==> src/rtl/decrement_pkg.sv <==
// Shared mode encoding for the decrementing counter family.
// The enum and the matching constants are used by other counter blocks too.
package decrement_pkg;

    typedef enum logic [1:0] {
        MODE_WRAP   = 2'd0,
        MODE_SAT    = 2'd1,
        MODE_RELOAD = 2'd2
    } mode_e;

    localparam logic [1:0] MODE_WRAP_ENC   = 2'd0;
    localparam logic [1:0] MODE_SAT_ENC    = 2'd1;
    localparam logic [1:0] MODE_RELOAD_ENC = 2'd2;
    localparam int         NUM_MODES       = 3;

    function automatic bit mode_supported(input mode_e mode);
        return (mode == MODE_WRAP) || (mode == MODE_SAT) || (mode == MODE_RELOAD);
    endfunction

endpackage

==> src/rtl/decrement_next.sv <==
// Combinational WIDTH-bit subtract-by-one with borrow out.
// The borrow is 1 exactly when value is zero, in which case value_dec is all ones.
module decrement_next #(
    parameter int WIDTH = 8
) (
    input  logic [WIDTH-1:0] value,
    output logic [WIDTH-1:0] value_dec,
    output logic             borrow
);

    localparam logic [WIDTH:0] ONE = (WIDTH + 1)'(1);

    logic [WIDTH:0] diff;

    // One extra bit on the left catches the borrow out of the MSB.
    assign diff      = {1'b0, value} - ONE;
    assign value_dec = diff[WIDTH-1:0];
    assign borrow    = diff[WIDTH];

endmodule

==> src/rtl/decrement_counter.sv <==
// Loadable down-counter with a selectable underflow policy (wrap, saturate, reload).
// Q and Cout are registered; Zero is decoded from Q only.
module decrement_counter
    import decrement_pkg::*;
#(
    parameter int    WIDTH = 8,
    parameter mode_e MODE  = MODE_WRAP
) (
    input  logic             clk,
    input  logic             reset,
    input  logic             load,
    input  logic [WIDTH-1:0] D,
    input  logic             en,
    output logic [WIDTH-1:0] Q,
    output logic             Cout,
    output logic             Zero
);

    if (WIDTH < 1) begin : g_bad_width
        $error("decrement_counter: WIDTH must be >= 1");
    end

    if (!mode_supported(MODE)) begin : g_bad_mode
        $error("decrement_counter: unsupported MODE value");
    end

    logic [WIDTH-1:0] reload_q;
    logic [WIDTH-1:0] dec_value;
    logic             borrow;

    decrement_next #(
        .WIDTH(WIDTH)
    ) u_next (
        .value    (Q),
        .value_dec(dec_value),
        .borrow   (borrow)
    );

    always_ff @(posedge clk) begin
        if (reset) begin
            Q        <= '0;
            reload_q <= '0;
            Cout     <= 1'b0;
        end else if (load) begin
            Q        <= D;
            reload_q <= D;
            Cout     <= 1'b0;
        end else if (en) begin
            if (!borrow) begin
                Q    <= dec_value;
                Cout <= 1'b0;
            end else begin
                // Underflow: the policy decides both the new count and the pulse.
                unique case (MODE)
                    MODE_WRAP: begin
                        Q    <= dec_value;
                        Cout <= 1'b1;
                    end
                    MODE_SAT: begin
                        Q    <= '0;
                        Cout <= 1'b0;
                    end
                    MODE_RELOAD: begin
                        Q    <= reload_q;
                        Cout <= 1'b1;
                    end
                    default: begin
                        Q    <= Q;
                        Cout <= 1'b0;
                    end
                endcase
            end
        end else begin
            Cout <= 1'b0;
        end
    end

    assign Zero = (Q == '0);

endmodule

==> config.mk <==
export PLATFORM = sky130hd
export DESIGN_NAME = decrement_counter
export DESIGN_NICKNAME = d
export VERILOG_FILES = /design/src/rtl/decrement_pkg.sv /design/src/rtl/decrement_next.sv /design/src/rtl/decrement_counter.sv
export SDC_FILE = /design/constraint.sdc
export NUM_CORES = 1
export LEC_CHECK = 0
export ABC_CLOCK_PERIOD_IN_PS = 2000
export CORE_UTILIZATION = 33
export DETAILED_ROUTE_END_ITERATION = 12
export GPL_TIMING_DRIVEN = 0
export REMOVE_ABC_BUFFERS = 1
export SYNTH_ARGS = -nofsm -noshare
export SYNTH_HDL_FRONTEND = slang
export SYNTH_SLANG_ARGS = --single-unit
==> constraint.sdc <==
create_clock -name clk -period 2 [get_ports clk]
set_clock_uncertainty 0.15 [all_clocks]
set_input_delay 0.4 -clock clk [delete_from_list [all_inputs] [get_ports clk]]
set_output_delay 0.4 -clock clk [all_outputs]
set_load 0.1 [all_outputs]
# After elaboration in Yosys (flattened, before gate mapping)
# Cells that the tools add are included.
# word_totals
memories	0
ram_bits	0
inputBits	12
output_inout_bits	10
regBits	9
romBits	0
word_cells	10
latchBits	0
# op_classes
n_eq_ne	0
magnitude_cmp	0
n_shift	0
addsub	1
bitwise_logic	1
n_mux	3
reduce_logical	3
mul	0
n_div	0
# ops
cell	count
two-way mux 8 bit	2
subtractor 8 x 1 -> 9 bit, second input constant	1
logical NOT 8 bit	1
OR reduction 3 bit	1
nonzero test 2 bit	1
two-way mux 1 bit	1
NOT 1 bit	1

# Logic depth before layout (Yosys ltp)
# Gate-level depths: netlist of the first run.
# depth
depth_word	3
mapped_depth	5
depth_no_buf	5

# Modules after synthesis
# Synthesis of the first run repeated with hierarchy kept, for this count alone.
# unflattened
cells_unflattened	58
hier_area_um2	549.3
# by_module_without_submodules
module	seq_area_each_um2	cells_each	area_each_um2	n_inst
decrement_counter	180.2	40	414.1	1
decrement_next	0.0	18	135.1	1

# Least setup slack after synthesis of the first run
# Ideal clock, no wire load.
# synth_path
path_kind	reg-to-output
from	register Q[3]
to	output port Zero
t_arrival_ps	1960
stages_incl_launch_ff	3
required_time_ps	1450
n_path_buf	0
slack_ps	-510
cell_sequence	dfxtp_1 > nor3_2 > and4b_1
# synth_between
elab_chain_cells	1
# synth_lines
element	line	rtl
start, declared	decrement_counter.sv:14	output logic [WIDTH-1:0] Q,
start signal, assigned	decrement_counter.sv:50	Q <= dec_value;
start signal, assigned	decrement_counter.sv:56	Q <= dec_value;
start signal, assigned	decrement_counter.sv:64	Q <= reload_q;
logical NOT 8 bit	decrement_counter.sv:78	assign Zero = (Q == '0);
end, declared	decrement_counter.sv:16	output logic Zero
# Every way passes these cells.

# Worst setup path after layout of the first run
# layout_path
from	register Cout
to	output port Cout
# layout_rtl
element	line	rtl
start, declared	decrement_counter.sv:15	output logic Cout,
start signal, assigned	decrement_counter.sv:43	Cout <= 1'b0;
start signal, assigned	decrement_counter.sv:47	Cout <= 1'b0;
start signal, assigned	decrement_counter.sv:51	Cout <= 1'b0;
# No word-level cell between the ends.

==> flow_summary.yaml, run 1 <==
timing:
  setup_viol: 0
  relSlewSlack: 0.371
  slew_violations: 0
  rsz0062_at_grt: "no"
  fin_crit_sh: 0.977
  fmax_mhz: 512
  fin_crit_ns: 1.95
  worst_pin_slew_ns: 0.947
  worst_slack_ns: 0.0462
  hold_viol_final: 0
grt:
  grt_overflow: 0
  grt_antenna_before_repair: 0
  grt_pass1_vias: 439
  grt_max_degree: 12
  grt_use_total: 0.155
  grt_pass1_wl_um: 1950
worst_setup_path:
  critPathMaxFanout: 1
  cp.depth: 1
  critPathSlowestCell: "dlygate4sd2_1"
  worstSetupEndpointType: "output port"
  arrival_ns: 1.40
  r2r_cells: 5
  critical_path.max_stage_delay_ns: 0.84
  cpLargestDelayFamily: "buffers and inverters"
  critPathLaunchType: "register"
  worstSetupPathType: "reg2out"
  crit_path_cell_trace: "dlygate4sd2_1"
  cp_num_buf_inv: 1
  worst_ep_required_time_ns: 1.45
synth:
  syn_area_sq_um: 523
  synthTopCellsByCount: "dfxtp_1 (9), nand2_1 (6), a21oi_1 (5), inv_1 (5), nor2_1 (4)"
  synthArstFlopShare: 0
  ys.flop_type: "dfxtp_1"
  syn_avg_cell_area_sq_um: 9.02
  ys_ff_latch: 9
  synth-seq-area-share: 0.344
  synthCells: 58
  synth_edf_count: 0
  synth_top_area_frac: 0.344
  yosysWarnings: 0
  synth.most_common_cell: "dfxtp_1"
  synth_cell_type_count: 30
  yosysTopAreaCell: "dfxtp_1"
  synth.area.top_cells: "dfxtp_1 (34%), a21oi_1 (4.8%), nor4b_4 (4.5%), nand2_1 (4.3%), inv_1 (3.6%)"
clocking:
  cts_root_buf: "clkbuf_4"
  ctsHoldBuffers: 0
  cts_buffer_depth: 2
  cts.htree.levels: 1
  cts_tree: "yes"
  clkSlewWorstSetupHoldPaths_ns: 0.06
  cts_made_buffers: 3
  clkLatencyLatePin_ns: 0.27
  numClockSinks: 9
die:
  num_rows: 14
  io_pins: 22
  core-area_sq_mm: 0.00149
  die_x_um: 41.8
  die_area_sq_mm: 0.00175
  die_h_um: 41.8
  start_util: 0.351
placed_design:
  dp.cells: 92
  gp_congestion: 0.767
  place_ws_ns: -0.619
  hpwl_um: 794
  port_buffers: 21
power:
  p_leak_nw: 0.304
  ir_worst_vdd_mv: 0.317
  powerDensity_mw_per_mm2: 772
  power_mw: 0.613
worst_hold_path:
  hold_class: "reg2reg"
  min_path_cells: 2
routing:
  vias_per_cell: 5.10
  wire_per_inst_um: 11.9
  num_vias: 490
  totalWireLength_um: 1140
  first_iter_violations: 9
  drtPass1Iterations: 3
  antenna_left: 0
  drc_errors: 0
final_layout:
  num-fill-cells: 140
  insertedDiodeCount: 0
  post_layout_nonfiller_instances: 96
  layout-drive-gt1-share: 0.275
  seqCellArea_sq_um: 184
  fin_nets: 94
  multiInputGateArea_sq_um: 315
  syn2layout_area_growth_pct: 51.7
job:
  drv_cap: 0
run_status:
  status: "complete, no violations"
## registers in the layout, indices dropped and copies added, names as in the netlist
register	count
Cout	1
Q	8
## stage by stage
stage / utilization / setup TNS, ns / cell area (sq um) / hold slack (ns)
6_report: 0.533 / 0 / 793 / 0.410
5_1_grt: 0.533 / 0 / 793 / 0.461
4_1_cts: 0.517 / -0.0803 / 769 / 0.411
3_5_place_dp: 0.495 / -1.58 / 737 / 0.400
3_3_place_gp: 0.495 / -1.54 / 737 / 0.404
2_1_floorplan: - / -1.40 / 507 / 0.315
## final cells by class
class	instances	area share
inverters	5	0.0237
well taps	16	0.0252
repair buffers	21	0.289
multi-input cells	41	0.397
flip-flops and latches	9	0.232
clock buffers	4	0.0331
## kinds of logic (layout without fill, tap and decap cells)
| kind of cell | count (synthesis) | after routing | share of synthesized area |
|---|---|---|---|
| compound gates | 15 | 15 | 0.220 |
| flops | 9 | 9 | 0.344 |
| simple gates | 22 | 22 | 0.294 |
| buf+inv | 8 | 30 | 0.0670 |
| fa+ha+maj | 1 | 1 | 0.0239 |
| xor+xnor | 3 | 3 | 0.0502 |
## worst paths after layout
path | from | end | slack, ns
worst min register to register | Q[7] | Q[7] | 0.41
worst max-delay path | Cout | Cout | 0.05
worst min-delay path | Q[7] | Q[7] | 0.41
worst max register to register | Q[0] | Q[6] | 0.47
## power breakdown
part / switching, mW / internal [mW] / total [mW]
clock network: 0.0706 / 0.0773 / 0.148
registers: 0.0220 / 0.194 / 0.216
logic: 0.164 / 0.0841 / 0.248
total: 0.257 / 0.356 / 0.613
## cell usage in the layout (no fill, tap or decap), types with 2 or more instances in the layout
cell | netlist | routed
a211oi_1 | 2 | 2
a21oi_1 | 5 | 5
and2_1 | 2 | 2
clkbuf_4 | 0 | 3
clkdlybuf4s15_2 | 0 | 8
clkdlybuf4s50_1 | 0 | 11
dfxtp_1 | 9 | 6
dfxtp_2 | 0 | 3
inv_1 | 5 | 5
nand2_1 | 6 | 6
nor2_1 | 4 | 4
nor3b_1 | 2 | 2
xnor2_1 | 2 | 2
## metal layers
metal  up-vias  track usage  routed length, um
li1        252            -                  -
met1       219        0.209                555
met2        14        0.194                473
met3         5       0.0348                 63
met4         0        0.155                 51
met5         -            0                  0
## repair_timing
action,CTS,global route
setup endpoints to repair,10,1
buffers inserted,0,0
pin swaps,0,2
gates resized for setup,31,8
hold endpoints to repair,0,0
Note: power is estimated with default switching activity, not from simulation.
==> run 2, diff against run 1 <==
- SETUP_SLACK_MARGIN: not set -> 0.4
==> run 2 against run 1 <==
Sequential share of layout area up 0.063 points; register-to-register slack better by 0.09 ns; power is 4.6% higher; critical path type unchanged; critical endpoint is now Zero; largest power group unchanged.
==> flow_summary.yaml, run 2 (same netlist as run 1, synthesis figures left out) <==
grt:
  grt_pass1_wl_um: 2090
  grt_use_total: 0.167
  grt_max_degree: 12
  grt_pass1_vias: 463
  grt_antenna_before_repair: 0
  grt_overflow: 0
timing:
  fmax_mhz: 550
  setup_viol: 0
  slew_violations: 0
  setup_tns_ns: 0
  fin_crit_sh: 0.910
  fin_crit_ns: 1.82
  relSlewSlack: 0.680
  hold_viol_final: 0
  rsz0062_at_grt: "yes"
  worst_pin_slew_ns: 0.483
routing:
  num_vias: 519
  drtPass1Iterations: 2
  vias_per_cell: 5.09
  drc_errors: 0
  antenna_left: 0
  wire_per_inst_um: 12.3
  totalWireLength_um: 1250
  first_iter_violations: 7
worst_setup_path:
  worstSetupPathType: "reg2out"
  worstSetupEndpointType: "output port"
  critPathSlowestCell: "dfxtp_4"
  crit_path_cell_trace: "nor3_4, and4b_2, buf_12"
  worst_ep_required_time_ns: 1.45
  critical_path.max_stage_delay_ns: 0.36
  critPathMaxFanout: 4
  cpLargestDelayFamily: "simple AND/OR/NAND/NOR gates"
  cp_num_buf_inv: 1
  critPathLaunchType: "register"
  arrival_ns: 1.27
clocking:
  cts.htree.levels: 1
  numClockSinks: 9
  clkLatencyLatePin_ns: 0.27
  cts_tree: "yes"
  clkSlewWorstSetupHoldPaths_ns: 0.07
  cts_buffer_depth: 2
  cts_made_buffers: 3
  ctsHoldBuffers: 0
  cts_root_buf: "clkbuf_4"
job:
  drv_cap: 0
placed_design:
  port_buffers: 21
  gp_congestion: 0.767
  placed_area_sq_um: 737
  hpwl_um: 794
final_layout:
  largest_reg_flops: 8
  final_util: 0.564
  layout-drive-gt1-share: 0.430
  final_cell_mix: "buf_4 (10), clkdlybuf4s50_1 (8), nand2_1 (6)"
  syn2layout_area_growth_pct: 60.5
  num-fill-cells: 134
  insertedDiodeCount: 0
  final_common_cell: "buf_4"
  stdcell_area_sq_um: 840
  largestRegisters: "Q (8), Cout (1)"
  fin_nets: 100
  largest-register: "Q"
die:
  die_h_um: 41.8
  num_rows: 14
  die_x_um: 41.8
  core-area_sq_mm: 0.00149
  start_util: 0.351
  io_pins: 22
  die_area_sq_mm: 0.00175
power:
  p_leak_nw: 0.356
  powerDensity_mw_per_mm2: 763
  ir_worst_vdd_mv: 0.309
run_status:
  status: "complete, no violations"
worst_hold_path:
  hold_class: "in2reg"
[run 2: cell count changes in the layout (fill, tap and decap cells not counted), moves of 2 or more]
cell / previous run / this run
buf_4: 0 / 10
buf_6: 0 / 2
clkbuf_4: 3 / 5
clkdlybuf4s15_2: 8 / 0
clkdlybuf4s50_1: 11 / 8
dfxtp_1: 6 / 3
dfxtp_4: 0 / 3
inv_1: 5 / 3
[run 2: final cells by class]
| cell class | count | area [sq um] | area share |
|---|---|---|---|
| well taps | 16 | 20.0 | 0.0238 |
| inverters | 5 | 21.3 | 0.0253 |
| clock buffers | 4 | 26.3 | 0.0313 |
| flip-flops and latches | 9 | 195 | 0.232 |
| repair buffers | 27 | 244 | 0.291 |
| multi-input cells | 41 | 333 | 0.396 |
[run 2: per-stage QoR]
step / power [mW] / hold slack, ns / setup WS, ns / cells
floorplan: 0.391 / 0.315 / -0.510 / 55
global placement: 0.461 / 0.404 / -0.620 / 92
detailed placement: 0.462 / 0.400 / -0.619 / 92
CTS: 0.634 / 0.412 / 0.169 / 99
global route: 0.665 / 0.392 / 0.157 / 102
finish: 0.641 / 0.350 / 0.181 / 102
[run 2: report_power, final]
part	internal (mW)	total, mW	switching (mW)
combinational	0.101	0.275	0.174
clock	0.0774	0.151	0.0740
sequential	0.194	0.214	0.0201
total	0.372	0.641	0.268
[run 2: routing by layer]
layer  wire length, um  track usage  vias up
met5                 0            0        -
met3                57       0.0261        5
met4                51        0.155        0
met2               584        0.234       16
met1               558        0.214      233
li1                  -            -      265
[run 2: worst reg2reg max path, stage by stage (launching register included)]
cell and delay (ns):
dfxtp_4 0.35, buf_4 0.14, nor4b_4 0.34, a21oi_1 0.12, a221oi_1 0.25
[run 2: repair_timing]
item	CTS	global route
pin swaps	3	2
buffers inserted	3	3
setup endpoints to repair	17	6
cloned	0	0
resized for setup	76	10
[run 2: path summary, 6_finish.rpt]
kind | from | end | slack, ns | depth (start not counted)
min reg2reg | Q[7] | Q[7] | 0.41 | 2
max reg2reg | Q[1] | Q[5] | 0.56 | 4
min | load | Q[1] | 0.35 | 3
max | Q[3] | Zero | 0.18 | 3
==> run 3, diff against run 2 <==
- ABC_AREA: not set -> 0
- ABC_CLOCK_PERIOD_IN_PS: 2000 -> 2200
- DONT_BUFFER_PORTS: not set -> 1
- clock period: 2 -> 2.2 ns (I/O delays scaled with it)
==> run 3 against run 2 <==
Wire length down 2.4%; die area unchanged; power down 19%; critical endpoint unchanged; setup slack worse by 0.027 ns; sequential share of layout area up 10 points; sequential cell count unchanged; final cell count down 25%; register-to-register slack worse by 0.16 ns; core utilization down 15 points; count of clock-buffer cells in the layout unchanged; clock power down 9.9%.
==> flow_summary.yaml, run 3 (same netlist as run 1, synthesis figures left out) <==
die:
  die_h_um: 41.8
  core-area_sq_mm: 0.00149
  die_x_um: 41.8
  start_util: 0.351
  die_area_sq_mm: 0.00175
  io_pins: 22
  num_rows: 14
grt:
  grt_overflow: 0
  grt_pass1_vias: 456
  grt_antenna_before_repair: 0
  grt_max_degree: 12
  grt_use_total: 0.161
  grt_pass1_wl_um: 2010
timing:
  worst_pin_slew_ns: 0.551
  setup_viol: 0
  relSlewSlack: 0.633
  worst_slack_ns: 0.154
  slew_violations: 0
  fmax_mhz: 489
  fin_crit_sh: 0.930
  rsz0062_at_grt: "yes"
  fin_crit_ns: 2.05
  hold_viol_final: 0
  setup_tns_ns: 0
worst_hold_path:
  hold_class: "in2reg"
  min_path_cells: 1
power:
  seq_power_share: 0.557
  p_leak_nw: 0.224
  power_mw: 0.518
  ir_worst_vdd_mv: 0.330
  power.switching_mw: 0.226
  powerDensity_mw_per_mm2: 837
  p_int_mw: 0.292
  p_clk_frac: 0.262
  swShare: 0.436
  power_frac_comb: 0.181
worst_setup_path:
  cpLargestDelayFamily: "simple AND/OR/NAND/NOR gates"
  critPathSlowestCell: "and4b_4"
  crit_path_start: "Q[5]"
  worst_ep_required_time_ns: 1.61
  reg2reg_slack_ns: 0.40
  critPathMaxFanout: 3
  critical_path.max_stage_delay_ns: 0.49
  cp_num_buf_inv: 0
  r2r_cells: 6
  r2r_end: "Q[6]"
  r2r_start: "Q[0]"
  worstSetupEndpointType: "output port"
  critPathLaunchType: "register"
  cp.depth: 2
  crit_path_cell_trace: "nor3_4, and4b_4"
  worstSetupPathType: "reg2out"
  arrival_ns: 1.46
  critical_path.endpoint: "Zero"
routing:
  drc_errors: 0
  drtPass1Iterations: 6
  totalWireLength_um: 1220
  antenna_left: 0
  first_iter_violations: 6
  num_vias: 453
  wire_per_inst_um: 15.8
  vias_per_cell: 5.88
clocking:
  cts_tree: "yes"
  clkLatencyLatePin_ns: 0.27
  cts_buffer_depth: 2
  cts_made_buffers: 3
  numClockSinks: 9
  cts_root_buf: "clkbuf_4"
  cts.htree.levels: 1
  ctsHoldBuffers: 0
  clkSlewWorstSetupHoldPaths_ns: 0.07
final_layout:
  largest_reg_flops: 8
  syn2layout_area_growth_pct: 18.4
  insertedDiodeCount: 0
  largestRegisters: "Q (8), Cout (1)"
  stdcell_area_sq_um: 619
  final_common_cell: "dfxtp_4"
  largest-register: "Q"
  fin_nets: 75
  post_layout_nonfiller_instances: 77
  final_cell_mix: "dfxtp_4 (7), nand2_1 (6), a21oi_1 (5)"
  layout-drive-gt1-share: 0.393
placed_design:
  port_buffers: 0
  place_ws_ns: -0.461
  hpwl_um: 793
  gp_congestion: 0.762
  placed_area_sq_um: 527
  dp.cells: 71
job:
  drv_cap: 0
run_status:
  status: "complete, no violations"
run 3: changes by cell type in the layout (fill, tap and decap cells not counted), moves of 2 or more:
cell             change
buf_4                -8
clkdlybuf4s50_1      -8
dfxtp_4              +4
dfxtp_1              -3
buf_6                -2
clkbuf_4             -2
run 3: worst min path at each step:
stage / start / endpoint / slack [ns]
detailed placement: reset / Q[3] / 0.36
global placement: reset / Q[3] / 0.36
floorplan: reset / Q[3] / 0.35
CTS: reset / Q[3] / 0.06
finish: reset / Q[3] / 0.06
global route: reset / Q[0] / 0.05
run 3: final cells by class:
cell class	count	area, sq um
clock buffers	4	26.3
fillers	148	870
inverters	5	18.8
multi-input cells	41	330
flip-flops and latches	9	209
well taps	16	20.0
repair buffers	2	15.0
run 3: power groups by stage:
stage | combinational [mW] | sequential [mW] | clock [mW]
after global placement | 0.0774 | 0.289 | 0
after CTS | 0.0933 | 0.289 | 0.141
final | 0.0939 | 0.289 | 0.136
after floorplan | 0.0710 | 0.285 | 0
after detailed placement | 0.0792 | 0.290 | 0
after global routing | 0.103 | 0.292 | 0.150
run 3: layer usage:
metal  track usage  up-vias  share of wire
met5             0        -              0
met4         0.142        0          0.043
met3        0.0913        7          0.095
met2         0.234       24           0.46
met1         0.163      205           0.40
li1              -      217              -
run 3: repair_timing:
action	4_1_cts	5_1_grt
resized for setup	22	1
setup buffers	2	0
endpoints found under the setup margin	18	3
gates cloned	0	0
pin swaps	3	2
run 3: through the flow:
stage | utilization | hold WS (ns)
after floorplan | - | 0.355
after global placement | 0.354 | 0.356
after detailed placement | 0.354 | 0.359
after CTS | 0.414 | 0.0584
after global routing | 0.416 | 0.0517
final | 0.416 | 0.0642
run 3: worst reg2reg max path: stages (launching register included):
cell	delay (ns)
dfxtp_4	0.57
inv_2	0.09
ha_4	0.17
buf_4	0.13
and3b_1	0.18
and4_1	0.21
a2111oi_2	0.19
